File: src/rtl/mem_access_unit.sv
// mem_access_unit
//   MEM-stage data-memory access unit. Turns a load/store in MEM into a single
//   req/ack bus transaction, stalls the pipeline while it is outstanding, and
//   returns extended load data. Misaligned accesses raise an address exception
//   without touching the bus. A BUSY phase that sees no ack for TIMEOUT cycles
//   is aborted with a one-cycle bus_err pulse.
//
// Ports
//   clk, reset               clock, asynchronous active-low reset
//   memwrite, M_load         store / load present in MEM (store wins if both)
//   BEop[1:0]                store size: 00 sw, 01 sb, 10 sh, 11 sw
//   LDop[2:0]                load type: 000 lw, 001 lb, 010 lbu, 011 lh, 100 lhu
//   addr[31:0], wdata[31:0]  byte address and store data
//   bus_ack, bus_rdata       slave completion and read data
//   bus_req, bus_we, bus_be, bus_addr, bus_wdata   bus request side
//   stall                    holds IF/ID/EX/MEM
//   load_data, load_valid    extended load result and its one-cycle strobe
//   exc_adel, exc_ades       misaligned load / store
//   bus_err                  one-cycle timeout pulse
//   dbg_state_o              current FSM state (0 IDLE, 1 BUSY, 2 DONE)
//
// Handshake: bus_req rises in the cycle after the access is accepted and stays
// high, with bus_addr/bus_we/bus_be/bus_wdata frozen, until the first cycle in
// which bus_ack is sampled high (or the timeout fires); bus_ack is ignored in
// every other state.
module mem_access_unit #(
    parameter int unsigned TIMEOUT = 255
) (
    input  logic        clk,
    input  logic        reset,
    input  logic        memwrite,
    input  logic        M_load,
    input  logic [1:0]  BEop,
    input  logic [2:0]  LDop,
    input  logic [31:0] addr,
    input  logic [31:0] wdata,
    input  logic        bus_ack,
    input  logic [31:0] bus_rdata,
    output logic        bus_req,
    output logic        bus_we,
    output logic [3:0]  bus_be,
    output logic [31:0] bus_addr,
    output logic [31:0] bus_wdata,
    output logic        stall,
    output logic [31:0] load_data,
    output logic        load_valid,
    output logic        exc_adel,
    output logic        exc_ades,
    output logic        bus_err,
    output logic [1:0]  dbg_state_o
);

    localparam logic [1:0] ST_IDLE = 2'd0;
    localparam logic [1:0] ST_BUSY = 2'd1;
    localparam logic [1:0] ST_DONE = 2'd2;

    // Counter value seen in the TIMEOUT-th BUSY cycle.
    localparam logic [7:0] CNT_LAST = 8'(TIMEOUT - 1);

    logic [1:0]  state_q, state_d;
    logic [7:0]  cnt_q, cnt_d;
    logic        err_q, err_d;
    logic        is_load_q, is_load_d;
    logic [2:0]  ldop_q, ldop_d;
    logic [1:0]  boff_q, boff_d;
    logic        we_q, we_d;
    logic [3:0]  be_q, be_d;
    logic [31:0] addr_q, addr_d;
    logic [31:0] wdata_q, wdata_d;
    logic [31:0] ldata_q, ldata_d;

    logic        access;
    logic        misaligned;
    logic        start;
    logic [3:0]  new_be;
    logic [31:0] new_wdata;
    logic [31:0] shifted;
    logic [7:0]  byte_sel;
    logic [15:0] half_sel;
    logic [31:0] ext_data;

    // Decode of the instruction sitting in MEM.
    always_comb begin
        access     = memwrite | M_load;
        misaligned = 1'b0;
        new_be     = 4'b1111;
        new_wdata  = wdata;
        if (memwrite) begin
            case (BEop)
                2'b01: begin
                    new_be    = 4'b0001 << addr[1:0];
                    new_wdata = {4{wdata[7:0]}};
                end
                2'b10: begin
                    misaligned = addr[0];
                    new_be     = addr[1] ? 4'b1100 : 4'b0011;
                    new_wdata  = {2{wdata[15:0]}};
                end
                default: misaligned = |addr[1:0];
            endcase
        end else begin
            case (LDop)
                3'b001, 3'b010: misaligned = 1'b0;
                3'b011, 3'b100: misaligned = addr[0];
                default:        misaligned = |addr[1:0];
            endcase
        end
        start = (state_q == ST_IDLE) && access && !misaligned;
    end

    // Little-endian lane selection on the returned word, then extension.
    always_comb begin
        shifted  = bus_rdata >> {boff_q, 3'b000};
        byte_sel = shifted[7:0];
        half_sel = boff_q[1] ? bus_rdata[31:16] : bus_rdata[15:0];
        case (ldop_q)
            3'b001:  ext_data = {{24{byte_sel[7]}}, byte_sel};
            3'b010:  ext_data = {24'h0, byte_sel};
            3'b011:  ext_data = {{16{half_sel[15]}}, half_sel};
            3'b100:  ext_data = {16'h0, half_sel};
            default: ext_data = bus_rdata;
        endcase
    end

    always_comb begin
        state_d   = state_q;
        cnt_d     = cnt_q;
        err_d     = err_q;
        is_load_d = is_load_q;
        ldop_d    = ldop_q;
        boff_d    = boff_q;
        we_d      = we_q;
        be_d      = be_q;
        addr_d    = addr_q;
        wdata_d   = wdata_q;
        ldata_d   = ldata_q;
        case (state_q)
            ST_IDLE: begin
                if (start) begin
                    state_d   = ST_BUSY;
                    cnt_d     = 8'd0;
                    err_d     = 1'b0;
                    is_load_d = !memwrite;
                    ldop_d    = LDop;
                    boff_d    = addr[1:0];
                    we_d      = memwrite;
                    be_d      = new_be;
                    addr_d    = {addr[31:2], 2'b00};
                    // Loads leave the last store data on the bus untouched.
                    if (memwrite) begin
                        wdata_d = new_wdata;
                    end
                end
            end
            ST_BUSY: begin
                // An ack in the final allowed cycle still completes normally.
                if (bus_ack) begin
                    if (is_load_q) begin
                        ldata_d = ext_data;
                    end
                    state_d = ST_DONE;
                end else if (cnt_q == CNT_LAST) begin
                    err_d   = 1'b1;
                    state_d = ST_DONE;
                end else begin
                    cnt_d = cnt_q + 8'd1;
                end
            end
            ST_DONE: state_d = ST_IDLE;
            default: state_d = ST_IDLE;
        endcase
    end

    always_ff @(posedge clk or negedge reset) begin
        if (!reset) begin
            state_q   <= ST_IDLE;
            cnt_q     <= 8'd0;
            err_q     <= 1'b0;
            is_load_q <= 1'b0;
            ldop_q    <= 3'b000;
            boff_q    <= 2'b00;
            we_q      <= 1'b0;
            be_q      <= 4'b0000;
            addr_q    <= 32'h0;
            wdata_q   <= 32'h0;
            ldata_q   <= 32'h0;
        end else begin
            state_q   <= state_d;
            cnt_q     <= cnt_d;
            err_q     <= err_d;
            is_load_q <= is_load_d;
            ldop_q    <= ldop_d;
            boff_q    <= boff_d;
            we_q      <= we_d;
            be_q      <= be_d;
            addr_q    <= addr_d;
            wdata_q   <= wdata_d;
            ldata_q   <= ldata_d;
        end
    end

    // bus_req is decoded from the state register so an asynchronous reset
    // drops it immediately; stall is gated by reset for the same reason.
    assign bus_req     = (state_q == ST_BUSY);
    assign bus_we      = we_q;
    assign bus_be      = be_q;
    assign bus_addr    = addr_q;
    assign bus_wdata   = wdata_q;
    assign stall       = reset & (start | (state_q == ST_BUSY));
    assign bus_err     = (state_q == ST_DONE) & err_q;
    assign load_valid  = (state_q == ST_DONE) & is_load_q & !err_q;
    // The register keeps the last good load; a timed-out load shows zero.
    assign load_data   = bus_err ? 32'h0 : ldata_q;
    assign exc_adel    = (state_q == ST_IDLE) & access & !memwrite & misaligned;
    assign exc_ades    = (state_q == ST_IDLE) & memwrite & misaligned;
    assign dbg_state_o = state_q;

endmodule

File: config.mk
export PLATFORM = sky130hd
export DESIGN_NAME = mem_access_unit
export DESIGN_NICKNAME = d
export VERILOG_FILES = /design/src/rtl/mem_access_unit.sv
export SDC_FILE = /design/constraint.sdc
export NUM_CORES = 1
export LEC_CHECK = 0
export CAP_MARGIN = 20
export CORE_ASPECT_RATIO = 1.5
export CORE_MARGIN = 1.5
export CORE_UTILIZATION = 49
export DETAILED_ROUTE_END_ITERATION = 6
export HOLD_SLACK_MARGIN = 0.12
export PLACE_DENSITY = 0.87
export SYNTH_ARGS = -nofsm -noshare
export SYNTH_HDL_FRONTEND = slang
export SYNTH_SLANG_ARGS = --single-unit
File: constraint.sdc
create_clock -name clk -period 3.6 [get_ports clk]
set_input_delay 0.72 -clock clk [delete_from_list [all_inputs] [get_ports clk]]
set_output_delay 0.72 -clock clk [all_outputs]
set_load 0.005 [all_outputs]
==> results.yml, run 1 <==
yosys:
  ys_seq_area_share_pct: 46.8
  synth_flop_cell: "dfrtp_1"
  synth_edf_count: 0
  synth_warnings: 0
  synth_seq_cells: 116
  synth_cell_types: 70
  syn_inst: 621
  syn_area_mm2: 0.00620
  avgSynthCellArea_um2: 9.98
  synthArstFlopShare_pct: 100
worst_setup_path:
  worstPathRequired_ns: 2.88
  crit_chain: "clkdlybuf4s50_1, inv_1, ha_1, o21a_1, o21ai_2, o311a_4, o21a_1, clkdlybuf4s50_1"
  cpPeakStageDelay_ns: 0.54
  worstSetupEndpointType: "output pin"
  crit_path_top_delay_cell: "clkdlybuf4s50_1"
  crit_type: "input port to output pin"
  cp_top_family: "buffers and inverters"
  cp_max_fo: 2
  critical_path_buf_inv_count: 3
  startpoint_type: "input port"
  cp_data_arrival_time_ns: 2.81
  rrSetupSlack_ns: 1.09
  r2r_end: "ldata_q[2]"
  r2r_start: "boff_q[1]"
  r2r_cells: 4
  cp.depth: 8
worst_hold_path:
  hold_path.class: "input port to asynchronous set/reset pin"
clock_tree:
  cts.path.max_buffers: 2
  cts_hold_buf: 0
  cts_tree: "done"
  cts_max_level: 4
  cts-root-buf: "clkbuf_16"
  post_cts_buffers: 0
  clkTransAtPathRegs_ns: 0.05
  cts.sinks: 116
  numCtsBuffers: 17
  worstSkewPairLatency_ns: 0.42
route:
  finalWirelength_mm: 19.4
  via_count: 5852
  drtAntennaViolNets: 0
  drc: 0
  drtIter0Drc: 351
  dr.pass1.iters: 6
  wl_per_cell_um: 19.6
  vias_per_cell: 5.92
power:
  p_comb_share_pct: 44.8
  switching_power_mw: 2.55
  pwr_density_cell_mw_per_mm2: 834
  p_int_mw: 4.91
  pwr-share-seq_pct: 32.6
  p_leak_nw: 3.66
  ir_drop_v: 0.000527
  switching_share_pct: 34.2
  clockPowerShare_pct: 22.6
grt:
  grt_usage_pct: 30.0
  grt_max_degree: 70
  grt_pass1_wl_mm: 30.7
  grt_antenna_before_repair: 0
  grt_pass1_vias: 6124
  grt_remaining_overflow: 0
final_layout:
  fillCellCount: 876
  areaGrowthSynthToFinish_pct: 44.4
  finalNonFillerCells: 988
  nets: 929
  antenna_cells: 0
  mostFrequentLayoutCells: "211 x clkdlybuf4s50_1, 116 x dfrtp_1, 57 x nor2_1"
  final_common_cell: "clkdlybuf4s50_1"
  drive_gt1_share_pct: 13.7
sta:
  final.setup.tns_ns: 0
  fmax_ghz: 0.283
  period_share_pct: 98.0
  fin_hold_ws_ns: 0.423
  worst_pin_slew_ns: 1.01
  period_needed_ns: 3.53
  fin_skew_ns: 0.00808
  finalHoldViolations: 0
  slew_headroom_pct: 32.6
  drv_slew: 0
  setup-violations-final: 0
  rsz0062_at_grt: "false"
die:
  dieArea_mm2: 0.0133
  io_pins: 215
  coreArea_mm2: 0.0124
  start_util_pct: 50.0
  fp-row-count: 50
  die-height_um: 141
  die_x_um: 94.8
placed_design:
  placed_cells: 956
  io_buffers: 212
  gp_congestion: 0.869
  place_hpwl_mm: 14.0
job:
  maxCapViolCount: 0
run_status:
  status: "completed"
-- power groups by stage --
stage          registers [mW]  logic [mW]  clock network [mW]
4_1_cts                  2.43        3.36                1.71
3_3_place_gp             2.39        3.24                   0
6_report                 2.43        3.34                1.69
5_1_grt                  2.52        3.63                1.76
3_5_place_dp             2.44        3.32                   0
2_1_floorplan            2.25        1.79                   0
-- Yosys cell counts (4+ instances only) --
master,n,area (um^2)
a22oi_1,28,210
ha_1,4,50.1
inv_1,14,52.6
mux2_4,6,90.1
o41ai_1,5,43.8
o21a_1,9,67.6
nor3_1,4,20.0
nand2_1,55,206
mux2_2,38,428
a21oi_1,32,160
buf_2,14,70.1
o31ai_1,7,52.6
nor3b_1,4,30.0
mux2i_1,5,50.1
a31oi_1,7,43.8
nand3_1,11,55.1
clkbuf_1,21,78.8
and3_1,6,37.5
nor2_1,57,214
nor2b_1,9,56.3
o21ai_0,41,205
or2_2,6,37.5
a221oi_1,6,52.6
a41oi_1,6,52.6
and2_1,36,225
dfrtp_1,116,2900
a32o_1,4,40.0
buf_4,10,75.1
-- flip-flops by register name, indices dropped and copies added (netlist names) --
register and flops:
dbg_state_o 2, bus_be 4, ldop_q 3, bus_addr 30, cnt_q 8, boff_q 2, bus_we 1, bus_wdata 32
is_load_q 1, ldata_q 32, err_q 1
-- how the worst max path moves through the flow --
stage	endpoint	slack [ns]	from
floorplan	stall	0.89	BEop[0]
finish	stall	0.07	BEop[0]
detailed placement	stall	0.08	BEop[0]
global placement	stall	0.09	BEop[0]
CTS	stall	0.07	BEop[0]
global route	stall	0.006	BEop[0]
-- final cells by class --
type                            count  area [um^2]  area share, %
Inverter                           14         52.6          0.587
Multi-Input combinational cell    443         2970           33.2
Timing Repair Buffer              227         2230           24.9
Tap cell                          156          195           2.18
Sequential cell                   116         2900           32.4
Clock inverter                     14          154           1.72
Clock buffer                       18          439           4.91
-- through the flow --
| step | total power [mW] | utilization (%) | worst slack [ns] | cell area, um^2 |
|---|---|---|---|---|
| 2_1_floorplan | 4.04 | - | 0.892 | 6200 |
| 3_3_place_gp | 5.63 | 67.4 | 0.0865 | 8350 |
| 3_5_place_dp | 5.77 | 67.4 | 0.0837 | 8350 |
| 4_1_cts | 7.49 | 72.2 | 0.0708 | 8940 |
| 5_1_grt | 7.91 | 72.2 | 0.00613 | 8950 |
| 6_report | 7.47 | 72.2 | 0.0704 | 8950 |
-- logic make-up (layout without fill, tap and decap cells) --
kind of cell | Yosys count | in the layout | share of synthesized area (%)
AO/OA/AOI/OAI | 173 | 173 | 19.1
XOR/XNOR | 2 | 2 | 0.404
adder cells (fa/ha/maj) | 4 | 4 | 0.808
buffers and inverters | 63 | 273 | 5.39
flip-flops | 116 | 116 | 46.8
multiplexers | 50 | 50 | 9.53
other | 1 | 2 | 0.0605
AND/OR/NAND/NOR | 212 | 212 | 17.9
-- per-layer routing --
metal / up-vias / GRT usage, % / share of wire, %
li1: 2633 / - / -
met1: 2823 / 32.6 / 35
met2: 333 / 52.2 / 52
met3: 63 / 9.49 / 9.0
met4: 0 / 13.4 / 3.7
met5: - / 0 / 0
-- timing repair --
item	CTS	global route
resized for setup	0	1
setup endpoints to repair	0	1
endpoints found under the hold margin	0	0
Power figures use the tool's default switching activity.
==> run 2, diff against run 1 <==
GPL_ROUTABILITY_DRIVEN = 0   (was unset)
TNS_END_PERCENT = 30   (was unset)
==> run 2 against run 1 <==
  * Sequential share of layout area about the same
  * Final area decreased by 0.11%
  * First-iteration DRC count grew 14%
  * Count of clock-buffer cells in the layout decreased by 1
  * Critical path depth is the same
  * Critical path type unchanged
  * Critical endpoint unchanged
  * Largest cell class unchanged
==> results.yml, run 2 (same netlist as run 1, synthesis figures left out) <==
power:
  p_leak_nw: 3.65
  ir_drop_v: 0.000565
  pwr_density_cell_mw_per_mm2: 832
sta:
  drv_slew: 0
  final.setup.tns_ns: 0
  rsz0062_at_grt: "false"
  period_needed_ns: 3.49
  slew_headroom_pct: 31.4
  worst_pin_slew_ns: 1.03
  fin_hold_ws_ns: 0.438
  setup-violations-final: 0
  setup_ws_ns: 0.110
  period_share_pct: 97.0
  finalHoldViolations: 0
  fin_skew_ns: 0.0126
  fmax_ghz: 0.286
route:
  dr.pass1.iters: 7
  drc: 0
  drtIter0Drc: 400
  wl_per_cell_um: 19.6
  vias_per_cell: 5.95
  finalWirelength_mm: 19.4
  via_count: 5877
  drtAntennaViolNets: 0
final_layout:
  mostFrequentLayoutCells: "211 x clkdlybuf4s50_1, 116 x dfrtp_1, 57 x nor2_1"
  antenna_cells: 0
  fillCellCount: 899
  drive_gt1_share_pct: 13.7
  final_common_cell: "clkdlybuf4s50_1"
  areaGrowthSynthToFinish_pct: 44.2
  nets: 929
worst_setup_path:
  crit_end: "stall"
  startpoint_type: "input port"
  cp_data_arrival_time_ns: 2.77
  cp-startpoint: "BEop[0]"
  worstPathRequired_ns: 2.88
  r2r_start: "boff_q[1]"
  cp_max_fo: 2
  worstSetupEndpointType: "output pin"
  crit_path_top_delay_cell: "clkdlybuf4s50_1"
  crit_chain: "clkdlybuf4s50_1, inv_1, ha_1, o21a_1, o21ai_2, o311a_4, o21a_1, clkdlybuf4s50_1"
  rrSetupSlack_ns: 1.03
  r2r_end: "ldata_q[2]"
  r2r_cells: 4
  crit_type: "input port to output pin"
  cpPeakStageDelay_ns: 0.53
clock_tree:
  numCtsBuffers: 17
  cts_tree: "done"
  worstSkewPairLatency_ns: 0.41
  clkTransAtPathRegs_ns: 0.05
  cts-root-buf: "clkbuf_16"
  cts_hold_buf: 0
  cts.sinks: 116
  cts_max_level: 4
  cts.path.max_buffers: 2
  cts_resized: 1
  post_cts_buffers: 0
grt:
  grt_remaining_overflow: 0
  grt_usage_pct: 29.8
  grt_max_degree: 70
  grt_pass1_wl_mm: 30.4
  grt_antenna_before_repair: 0
  grt_pass1_vias: 6075
placed_design:
  place_hpwl_mm: 14.1
  io_buffers: 212
  dpl_worst_slack_ns: 0.0494
worst_hold_path:
  hold_path.class: "input port to asynchronous set/reset pin"
die:
  io_pins: 215
  die_x_um: 94.8
  die-height_um: 141
  coreArea_mm2: 0.0124
  dieArea_mm2: 0.0133
  fp-row-count: 50
  start_util_pct: 50.0
run_status:
  status: "completed"
job:
  maxCapViolCount: 0
-- run 2: cell count changes in the layout (fill, tap and decap cells not counted), sizes merged --
cell and delta:
clkbuf -1, clkinv +1, clkinvlp +1, inv -1
-- run 2: worst min path at each step --
stage,from,endpoint,cells after the start
after floorplan,reset,boff_q[0],0
after global placement,bus_wdata[20],bus_wdata[20],2
after detailed placement,bus_wdata[12],bus_wdata[12],2
after CTS,reset,ldata_q[18],2
after global routing,reset,ldata_q[29],2
final,reset,ldata_q[25],2
-- run 2: power by group --
part	switching (mW)	total [mW]	internal (mW)
Clock	0.627	1.65	1.02
Sequential	0.524	2.44	1.92
Combinational	1.39	3.34	1.95
-- run 2: routing by layer --
layer,global-route usage [%],share of wire (%),up-vias
met2,52.4,53,369
met5,0,0,-
met1,31.7,34,2799
met3,9.01,9.7,72
li1,-,-,2637
met4,14.7,3.9,0
-- run 2: critical path: cells and delay by family --
| kind | cells | cell delay (ns) |
|---|---|---|
| adder cells (fa/ha/maj) | 1 | 0.31 |
| buffers and inverters | 3 | 1.09 |
| AO/OA/AOI/OAI | 4 | 0.66 |
-- run 2: per-stage QoR --
step / total power, mW / instances / utilization (%) / instance area, um^2
floorplan: 4.04 / 622 / - / 6200
global placement: 5.61 / 956 / 67.4 / 8350
detailed placement: 5.76 / 956 / 67.4 / 8350
CTS: 7.46 / 988 / 72.2 / 8940
global route: 7.88 / 988 / 72.2 / 8940
finish: 7.43 / 988 / 72.2 / 8940
-- run 2: final cells by class --
type	instances	area [um^2]	share of cell area, %
inverters	14	52.6	0.588
repair buffers	227	2230	25.0
multi-input cells	443	2970	33.3
well taps	156	195	2.18
clock inverters	15	158	1.76
flip-flops and latches	116	2900	32.5
clock buffers	17	425	4.76
==> run 3, diff against run 2 <==
CORE_ASPECT_RATIO = 1.1   (was 1.5)
CORE_UTILIZATION = 41   (was 49)
PLACE_DENSITY = 0.78   (was 0.87)
clock period = 3.06 ns   (was 3.6 ns; I/O delays follow)
==> run 3 against run 2 <==
  * Non-clock buffer count increased by 4
  * Clock skew is 0.0057 ns lower
  * Final cell count grew 4.0%
  * Final area up 1.8%
  * Via count down 2.1%
  * Routed wire length decreased by 1.3%
  * Global-route usage shrank 5.2 points
  * First-iteration DRC count up 9.8%
  * Power grew 21%
  * Sequential share of layout area shrank 0.56 points
  * Critical path type unchanged
  * Critical endpoint unchanged
  * Largest cell class unchanged
==> results.yml, run 3 (same netlist as run 1, synthesis figures left out) <==
final_layout:
  antenna_cells: 0
  drive_gt1_share_pct: 14.1
  areaGrowthSynthToFinish_pct: 46.8
  mostFrequentLayoutCells: "208 x clkdlybuf4s50_1, 116 x dfrtp_1, 57 x nor2_1"
  postLayoutCoreUtil_pct: 62.2
  fillCellCount: 1202
  final_common_cell: "clkdlybuf4s50_1"
  nets: 933
grt:
  grt_usage_pct: 24.6
  grt_antenna_before_repair: 0
  grt_remaining_overflow: 0
  grt_max_degree: 117
  grt_pass1_wl_mm: 30.8
  grt_pass1_vias: 5906
route:
  wl_per_cell_um: 18.6
  met3_length_mm: 2.13
  drtAntennaViolNets: 0
  drtIter0Drc: 439
  top_layer_used: "met4"
  wl_met1_mm: 7.44
  via_count: 5751
  dr.pass1.iters: 5
  finalWirelength_mm: 19.1
  wl_met2_mm: 9.00
  drc: 0
  vias_per_cell: 5.59
power:
  pwr_density_cell_mw_per_mm2: 988
  ir_drop_v: 0.000539
  p_leak_nw: 3.74
worst_setup_path:
  critical_path_buf_inv_count: 3
  r2r_cells: 5
  cp_data_arrival_time_ns: 2.32
  crit_type: "input port to output pin"
  cpMostUsedCell: "o21a_1"
  crit_chain: "clkdlybuf4s50_1, inv_1, ha_1, o21a_1, o21ai_2, o311a_4, o21a_1, dlygate4sd2_1"
  cp_top_family: "buffers and inverters"
  worstPathRequired_ns: 2.45
  crit_path_top_delay_cell: "clkdlybuf4s50_1"
  cpPeakStageDelay_ns: 0.49
  worstSetupEndpointType: "output pin"
  cp_max_fo: 2
  cp.depth: 8
  startpoint_type: "input port"
  cp-startpoint: "BEop[0]"
  r2r_start: "boff_q[1]"
sta:
  fmax_ghz: 0.341
  drv_slew: 0
  slew_headroom_pct: 42.9
  period_share_pct: 95.7
  rsz0062_at_grt: "false"
  period_needed_ns: 2.93
  fin_skew_ns: 0.00691
  fin_hold_ws_ns: 0.328
  final.setup.tns_ns: 0
  worst_pin_slew_ns: 0.846
  setup-violations-final: 0
  finalHoldViolations: 0
clock_tree:
  cts-root-buf: "clkbuf_16"
  worstSkewPairLatency_ns: 0.41
  numCtsBuffers: 17
  cts_tree: "done"
  cts.sinks: 116
  cts_hold_buf: 0
  post_cts_buffers: 0
  clkTransAtPathRegs_ns: 0.05
  cts_max_level: 4
  cts.path.max_buffers: 2
die:
  die_x_um: 120
  dieArea_mm2: 0.0159
  coreArea_mm2: 0.0146
  io_pins: 215
  die-height_um: 132
  start_util_pct: 42.4
  fp-row-count: 46
run_status:
  status: "completed"
worst_hold_path:
  hold_path.class: "input port to asynchronous set/reset pin"
job:
  maxCapViolCount: 0
placed_design:
  place_hpwl_mm: 13.7
  io_buffers: 212
run 3: path summary, 6_finish.rpt:
check                           slack (ns)       endpoint
worst max-delay path                  0.13          stall
worst min-delay path                  0.33    ldata_q[28]
worst max register to register        0.70     ldata_q[6]
worst min register to register        0.48  bus_wdata[28]
max in group asynchronous             2.26   bus_addr[23]
min in group clk                      0.48  bus_wdata[28]
run 3: through the flow:
| step | instances | worst slack [ns] | power, mW | area [um^2] |
|---|---|---|---|---|
| detailed placement | 996 | -0.196 | 6.79 | 8440 |
| CTS | 1028 | 0.0146 | 9.03 | 9090 |
| global placement | 996 | -0.184 | 6.65 | 8440 |
| global route | 1028 | 0.0542 | 9.55 | 9100 |
| floorplan | 622 | 0.568 | 4.75 | 6200 |
| finish | 1028 | 0.131 | 8.98 | 9100 |
run 3: where the power goes:
group          internal (mW)  switching, mW
combinational           2.30           1.65
clock                   1.45          0.744
sequential              2.26          0.579
total                   6.01           2.98
run 3: area by class of cell:
class                      count  area [um^2]  area share, %
multi-input combinational    443         2970           32.7
sequential                   116         2900           31.9
timing repair buffer         231         2270           25.0
clock buffer                  17          425           4.68
tap                          192          240           2.64
clock inverter                15          228           2.50
inverter                      14         52.6          0.578
run 3: metal layers:
layer,global-route usage (%),up-vias
met1,29.7,2770
li1,-,2649
met3,9.60,39
met2,39.0,293
met5,0,-
met4,10.6,0
run 3: repair_timing:
action | 4_1_cts | 5_1_grt
pin swaps | 2 | 0
resized for setup | 3 | 1
setup endpoints to repair | 2 | 1
